$ cat config.mk
export PLATFORM = sky130hd
export DESIGN_NAME = pid_controller
export DESIGN_NICKNAME = d
export VERILOG_FILES = /design/src/rtl/pid_pkg.sv /design/src/rtl/pid_term_mult.sv /design/src/rtl/pid_controller.sv
export SDC_FILE = /design/constraint.sdc
export NUM_CORES = 2
export LEC_CHECK = 0
export CORE_ASPECT_RATIO = 1.5
export CORE_MARGIN = 2
export CORE_UTILIZATION = 55
export CTS_CLUSTER_SIZE = 40
export DETAILED_ROUTE_END_ITERATION = 10
export PLACE_DENSITY_LB_ADDON = 0.3
export SETUP_SLACK_MARGIN = 0.2
export SLEW_MARGIN = 20
export SYNTH_ARGS = -nofsm -noshare
export SYNTH_HDL_FRONTEND = slang
export SYNTH_SLANG_ARGS = --single-unit
$ cat constraint.sdc
create_clock -name clk -period 23 [get_ports clk]
set_input_delay 3.45 -clock clk [delete_from_list [all_inputs] [get_ports clk]]
set_output_delay 3.45 -clock clk [all_outputs]
set_load 0.05 [all_outputs]
$ cat src/rtl/pid_pkg.sv
// Shared widths and saturation helper for the PID controller (optional PID_ANTI_WINDUP_EN lives in the top).
// Pure declarations: no logic, no latency, no flow control.
package pid_pkg;

  localparam int P_INT_W  = 8;
  localparam int P_FRAC_W = 8;
  localparam int P_PV_W   = 8;
  localparam int P_CTL_W  = 18;

  // Working width for saturation; must cover the widest sum in the datapath.
  localparam int SAT_W = 64;

  function automatic int gain_w(input int int_w, input int frac_w);
    gain_w = int_w + frac_w;
  endfunction

  function automatic int integ_w(input int pv_w, input int int_w);
    integ_w = pv_w + int_w + 1;
  endfunction

  // Operand x zero-extended gain, plus two bits of headroom for the three-term sum.
  function automatic int sum_w(input int op_w, input int g_w);
    sum_w = op_w + g_w + 1 + 2;
  endfunction

  function automatic logic signed [SAT_W-1:0] sat_s(input logic signed [SAT_W-1:0] x,
                                                   input int w);
    logic signed [SAT_W-1:0] hi;
    logic signed [SAT_W-1:0] lo;
    hi = (SAT_W'(1) <<< (w - 1)) - SAT_W'(1);
    lo = -(SAT_W'(1) <<< (w - 1));
    if (x > hi)      sat_s = hi;
    else if (x < lo) sat_s = lo;
    else             sat_s = x;
  endfunction

endpackage

$ cat src/rtl/pid_term_mult.sv
// Signed operand times unsigned gain, full precision, sign-extended to OUT_W.
// Combinational, zero latency, no flow control.
module pid_term_mult #(
  parameter int OP_W  = 9,
  parameter int G_W   = 16,
  parameter int OUT_W = 36
) (
  input  logic signed [OP_W-1:0]  op_i,
  input  logic        [G_W-1:0]   gain_i,
  output logic signed [OUT_W-1:0] prod_o
);

  logic signed [OUT_W-1:0] op_x;
  logic signed [OUT_W-1:0] gain_x;

  always_comb begin
    op_x   = OUT_W'(op_i);
    gain_x = $signed(OUT_W'({1'b0, gain_i}));
    prod_o = op_x * gain_x;
  end

endmodule

$ cat src/rtl/pid_controller.sv
// Two-stage PID: error/integral/derivative registered, then saturated control word; optional PID_ANTI_WINDUP_EN.
// Error 1 and control_out 2 clk_en strobes after an input change; clk_en=0 holds all state.
module pid_controller
  import pid_pkg::*;
#(
  parameter int PID_INT_WIDTH  = P_INT_W,
  parameter int PID_FRAC_WIDTH = P_FRAC_W,
  parameter int PV_WIDTH       = P_PV_W,
  parameter int CONTROL_WIDTH  = P_CTL_W
) (
  input  logic                                    clk,
  input  logic                                    reset,
  input  logic                                    clk_en,
  input  logic                                    en,
  input  logic [PID_INT_WIDTH+PID_FRAC_WIDTH-1:0] k_p,
  input  logic [PID_INT_WIDTH+PID_FRAC_WIDTH-1:0] k_i,
  input  logic [PID_INT_WIDTH+PID_FRAC_WIDTH-1:0] k_d,
  input  logic [PV_WIDTH-1:0]                     setpoint,
  input  logic [PV_WIDTH-1:0]                     feedback,
  output logic signed [PV_WIDTH:0]                error,
  output logic signed [CONTROL_WIDTH-1:0]         control_out
);

  localparam int GW = gain_w(PID_INT_WIDTH, PID_FRAC_WIDTH);
  localparam int EW = PV_WIDTH + 1;
  localparam int DW = PV_WIDTH + 2;
  localparam int IW = integ_w(PV_WIDTH, PID_INT_WIDTH);
  localparam int SW = sum_w(IW, GW);

  logic signed [EW-1:0]            err_q,   err_d;
  logic signed [DW-1:0]            deriv_q, deriv_d;
  logic signed [IW-1:0]            integ_q, integ_d;
  logic signed [CONTROL_WIDTH-1:0] ctl_q,   ctl_d;
  logic signed [SW-1:0]            p_term, i_term, d_term, sum, sum_sh;
  logic                            integ_hold;

  pid_term_mult #(.OP_W(EW), .G_W(GW), .OUT_W(SW)) u_p_mult (
    .op_i(err_q), .gain_i(k_p), .prod_o(p_term));
  pid_term_mult #(.OP_W(IW), .G_W(GW), .OUT_W(SW)) u_i_mult (
    .op_i(integ_q), .gain_i(k_i), .prod_o(i_term));
  pid_term_mult #(.OP_W(DW), .G_W(GW), .OUT_W(SW)) u_d_mult (
    .op_i(deriv_q), .gain_i(k_d), .prod_o(d_term));

`ifdef PID_ANTI_WINDUP_EN
  localparam logic signed [CONTROL_WIDTH-1:0] CTL_MAX = {1'b0, {(CONTROL_WIDTH-1){1'b1}}};
  localparam logic signed [CONTROL_WIDTH-1:0] CTL_MIN = {1'b1, {(CONTROL_WIDTH-1){1'b0}}};
`endif

  always_comb begin
    err_d   = $signed({1'b0, setpoint}) - $signed({1'b0, feedback});
    deriv_d = DW'(err_d) - DW'(err_q);
`ifdef PID_ANTI_WINDUP_EN
    // Stop integrating while the output is pinned and the error would push it further.
    integ_hold = ((ctl_q == CTL_MAX) || (ctl_q == CTL_MIN)) && (err_d != '0) &&
                 (err_d[EW-1] == ctl_q[CONTROL_WIDTH-1]);
`else
    integ_hold = 1'b0;
`endif
    integ_d = integ_hold ? integ_q
                         : IW'(sat_s(SAT_W'(integ_q) + SAT_W'(err_d), IW));
    sum     = p_term + i_term + d_term;
    sum_sh  = sum >>> PID_FRAC_WIDTH;
    ctl_d   = CONTROL_WIDTH'(sat_s(SAT_W'(sum_sh), CONTROL_WIDTH));
  end

  always_ff @(posedge clk or negedge reset) begin
    if (!reset) begin
      err_q   <= '0;
      deriv_q <= '0;
      integ_q <= '0;
      ctl_q   <= '0;
    end else if (clk_en) begin
      if (en) begin
        err_q   <= err_d;
        deriv_q <= deriv_d;
        integ_q <= integ_d;
        ctl_q   <= ctl_d;
      end else begin
        err_q   <= '0;
        deriv_q <= '0;
        integ_q <= '0;
        ctl_q   <= '0;
      end
    end
  end

  assign error       = err_q;
  assign control_out = ctl_q;

endmodule

==> results by group <==
Finish
  • Total area of multi-input combinational cells: 21900 sq um
  • Layout cell share with drive strength beyond 1: 0.0119
  • Layout Cell Area excl Fill: 27900 sq um
  • Net count, final: 3869
  • Area taken by flip-flops and latches: 1350 sq um
  • Layout Area Growth over Synthesis: 5.84%
  • FILL cells: 4164

Global route
  • Residual overflow from global routing: 0
  • Vias in the first global route: 21512
  • Total Routing Usage GR: 0.280
  • Pin count of the biggest net entering global routing: 55
  • Initial antenna violation count: 2
  • Global-route wire length before repair: 109000 um

Synthesis
  • FFs w/ async S/R, synth: 1.00
  • Net count after synthesis: 3863
  • Sequential area share after synthesis: 0.0513
  • Post-synthesis instance area: 26400 sq um
  • Cell variety after synth: 71
  • Number of enable-type register cells in the synthesized netlist: 0
  • Post-synth top flop: sky130_fd_sc_hd__dfrtp_1
  • Warnings from Yosys: 0
  • Post-synthesis cell type with the largest combined area: sky130_fd_sc_hd__fa_1
  • Cells after Synth: 2923
  • Flip-flop and latch count after synthesis: 54
  • Avg Synthesized Cell Area: 9.02 sq um
  • Top-area cell type share of the netlist area: 0.418
  • Synth area leaders: sky130_fd_sc_hd__fa_1 42%, sky130_fd_sc_hd__ha_1 15%, sky130_fd_sc_hd__inv_1 10%

Placed design
  • Input/output buffers: 94
  • Placed cell areas: 27700 sq um
  • Detailed placement HPWL: 56900 um
  • Global placement routability congestion: 0.947

Clock network
  • CTS tree: yes
  • TritonCTS sink count: 54
  • Total of hold buffers inserted after clock tree synthesis: 0
  • Clk pin slew, worst setup/hold paths: 0.08 ns
  • Resize count post-CTS: 0
  • Clock tree buffer depth: 2
  • CTS buffer count: 5
  • Library cell used as clock root buffer: sky130_fd_sc_hd__clkbuf_16
  • Post-CTS setup-driven buffer insertion count: 0
  • Clock H-tree levels: 2
  • Worst skew pair latency: 0.31 ns

Routing
  • Detailed router's first-iteration violation count: 964
  • Routed wire length: 67100 um
  • DR WL/cell: 19.0 um
  • Detailed-route via count: 19815
  • DR pass1 iterations: 5
  • Post-route antenna net violation count: 0
  • DRC: 0
  • Average via count per standard cell: 5.61

Worst setup path
  • Kind of start point of the critical path: input pin
  • Data arrival time of the worst path: 14.81 ns
  • Endpoint type of the worst setup path: register
  • Worst Setup Path Type: input pin to register
  • Required time reported for the critical path endpoint: 23.25 ns
  • Peak per-stage delay on the critical path: 0.81 ns
  • Most frequent cell on the critical path: sky130_fd_sc_hd__fa_1
  • Maximum fanout along the worst path: 17
  • Slowest stage cell on the critical path: sky130_fd_sc_hd__clkdlybuf4s50_1

Floorplanning
  • Horizontal die dimension: 183 um
  • Die Y-Extent: 272 um
  • Die Footprint: 49700 sq um
  • I/O pins: 95
  • Total number of placement rows: 98
  • Starting utilization of the core area: 0.555
  • Area of the core region: 47500 sq um

Run
  • Max-cap violations: 0

Status
  • Status: complete, no violations

STA
  • Highest clock rate: 0.0687 GHz
  • Unrepaired setup endpoints after global routing: no
  • Post-layout min period: 14.57 ns
  • Pins Over Slew Limit: 0
  • Setup total negative slack: 0 ns
  • Period Utilization, post-route: 0.633
  • Worst max-slew margin expressed relative to the limit: 0.247
  • Final Hold Viols: 0
  • Setup skew after layout: 0.00747 ns
  • Slew at the pin closest to its max-slew limit: 1.13 ns
  • Final setup violating endpoints: 0

Min path
  • Min-delay worst type: register to register
[final timing paths]
kind / startpoint / endpoint / slack [ns] / cells past startpoint
max in group asynchronous: reset / integ_q[7]$_DFFE_PN0P_ / 19.18 / 2
max: k_i[3] / control_out[6]$_DFFE_PN0P_ / 8.43 / 39
min in group asynchronous: reset / control_out[16]$_DFFE_PN0P_ / 3.26 / 2
min reg2reg: control_out[4]$_DFFE_PN0P_ / control_out[4]$_DFFE_PN0P_ / 0.52 / 1
min: control_out[4]$_DFFE_PN0P_ / control_out[4]$_DFFE_PN0P_ / 0.52 / 1
max reg2reg: error[0]$_DFFE_PN0P_ / control_out[6]$_DFFE_PN0P_ / 11.43 / 38
[per-layer routing]
metal / global-route usage / part of all wire / vias up
met5: 0 / 0.00019 / -
met1: 0.297 / 0.34 / 10157
met4: 0.195 / 0.079 / 2
met3: 0.0151 / 0.032 / 229
li1: - / - / 8838
met2: 0.528 / 0.55 / 589
[placed cells by master (no fill, tap or decap), types with 8 or more instances in the layout]
| cell type | instances |
|---|---|
| sky130_fd_sc_hd__nor2_1 | 49 |
| sky130_fd_sc_hd__dfrtp_1 | 54 |
| sky130_fd_sc_hd__nor3_1 | 11 |
| sky130_fd_sc_hd__a31oi_1 | 9 |
| sky130_fd_sc_hd__a221o_1 | 17 |
| sky130_fd_sc_hd__inv_1 | 731 |
| sky130_fd_sc_hd__nand2b_1 | 28 |
| sky130_fd_sc_hd__a211oi_1 | 14 |
| sky130_fd_sc_hd__xnor2_1 | 63 |
| sky130_fd_sc_hd__a22o_1 | 9 |
| sky130_fd_sc_hd__nand3_1 | 18 |
| sky130_fd_sc_hd__clkdlybuf4s50_1 | 93 |
| sky130_fd_sc_hd__xor2_1 | 41 |
| sky130_fd_sc_hd__and2_1 | 257 |
| sky130_fd_sc_hd__fa_1 | 550 |
| sky130_fd_sc_hd__o21ai_0 | 44 |
| sky130_fd_sc_hd__o21a_1 | 14 |
| sky130_fd_sc_hd__ha_1 | 322 |
| sky130_fd_sc_hd__nand2_1 | 343 |
| sky130_fd_sc_hd__o21bai_1 | 14 |
| sky130_fd_sc_hd__a21oi_1 | 82 |
| sky130_fd_sc_hd__and3_1 | 8 |
| sky130_fd_sc_hd__o221ai_1 | 12 |
| sky130_fd_sc_hd__a21o_1 | 42 |
[cell usage after synthesis, drive strengths merged (9+ instances only)]
cell type / n
nor2: 49
a21o: 42
o221ai: 12
xor2: 41
a31oi: 10
nand2: 343
o21ai: 46
a221o: 17
ha: 322
o21bai: 14
fa: 550
o21a: 14
nand2b: 28
clkbuf: 97
and2: 257
a22o: 9
nor3: 11
xnor2: 64
a21oi: 83
inv: 731
a211oi: 15
nand3: 18
dfrtp: 54
[layout make-up]
cell class	instances	area share
multi-input combinational	2037	0.784
tap	600	0.0269
antenna	1	0.0000897
clock inverter	2	0.00215
clock buffer	6	0.00498
inverter	731	0.0984
timing repair buffer	100	0.0352
sequential	54	0.0484
[state kept, by name, summed over array words and instances (netlist names)]
name,flops
error,9
integ_q,17
deriv_q,10
control_out,18
[kinds of logic (layout without fill, tap and decap cells)]
kind of cell	Yosys count	after routing	synth area share
flops	54	54	0.0513
mux	2	2	0.000854
buf+inv	832	839	0.119
other cells	0	1	0
simple gates	751	751	0.141
compound gates	307	307	0.0820
xor+xnor	105	105	0.0352
fa+ha+maj	872	872	0.571
[through the flow]
step,instances,hold slack (ns),setup WS [ns],utilization
3_5_place_dp,3522,0.504,8.18,0.584
6_report,3531,0.518,8.43,0.588
5_1_grt,3531,0.547,7.74,0.588
3_3_place_gp,3521,0.503,8.51,0.584
4_1_cts,3530,0.523,8.47,0.588
2_1_floorplan,2923,0.555,9.58,-
[critical path, delay by kind of cell]
kind,cells,cell delay (ns)
fa+ha+maj,13,5.39
compound gates,16,3.98
buf+inv,6,1.19
simple gates,3,0.64
xor+xnor,1,0.16
Power is not shown: default switching activity piles up to over one toggle a cycle in this logic, so the estimate is an artifact.
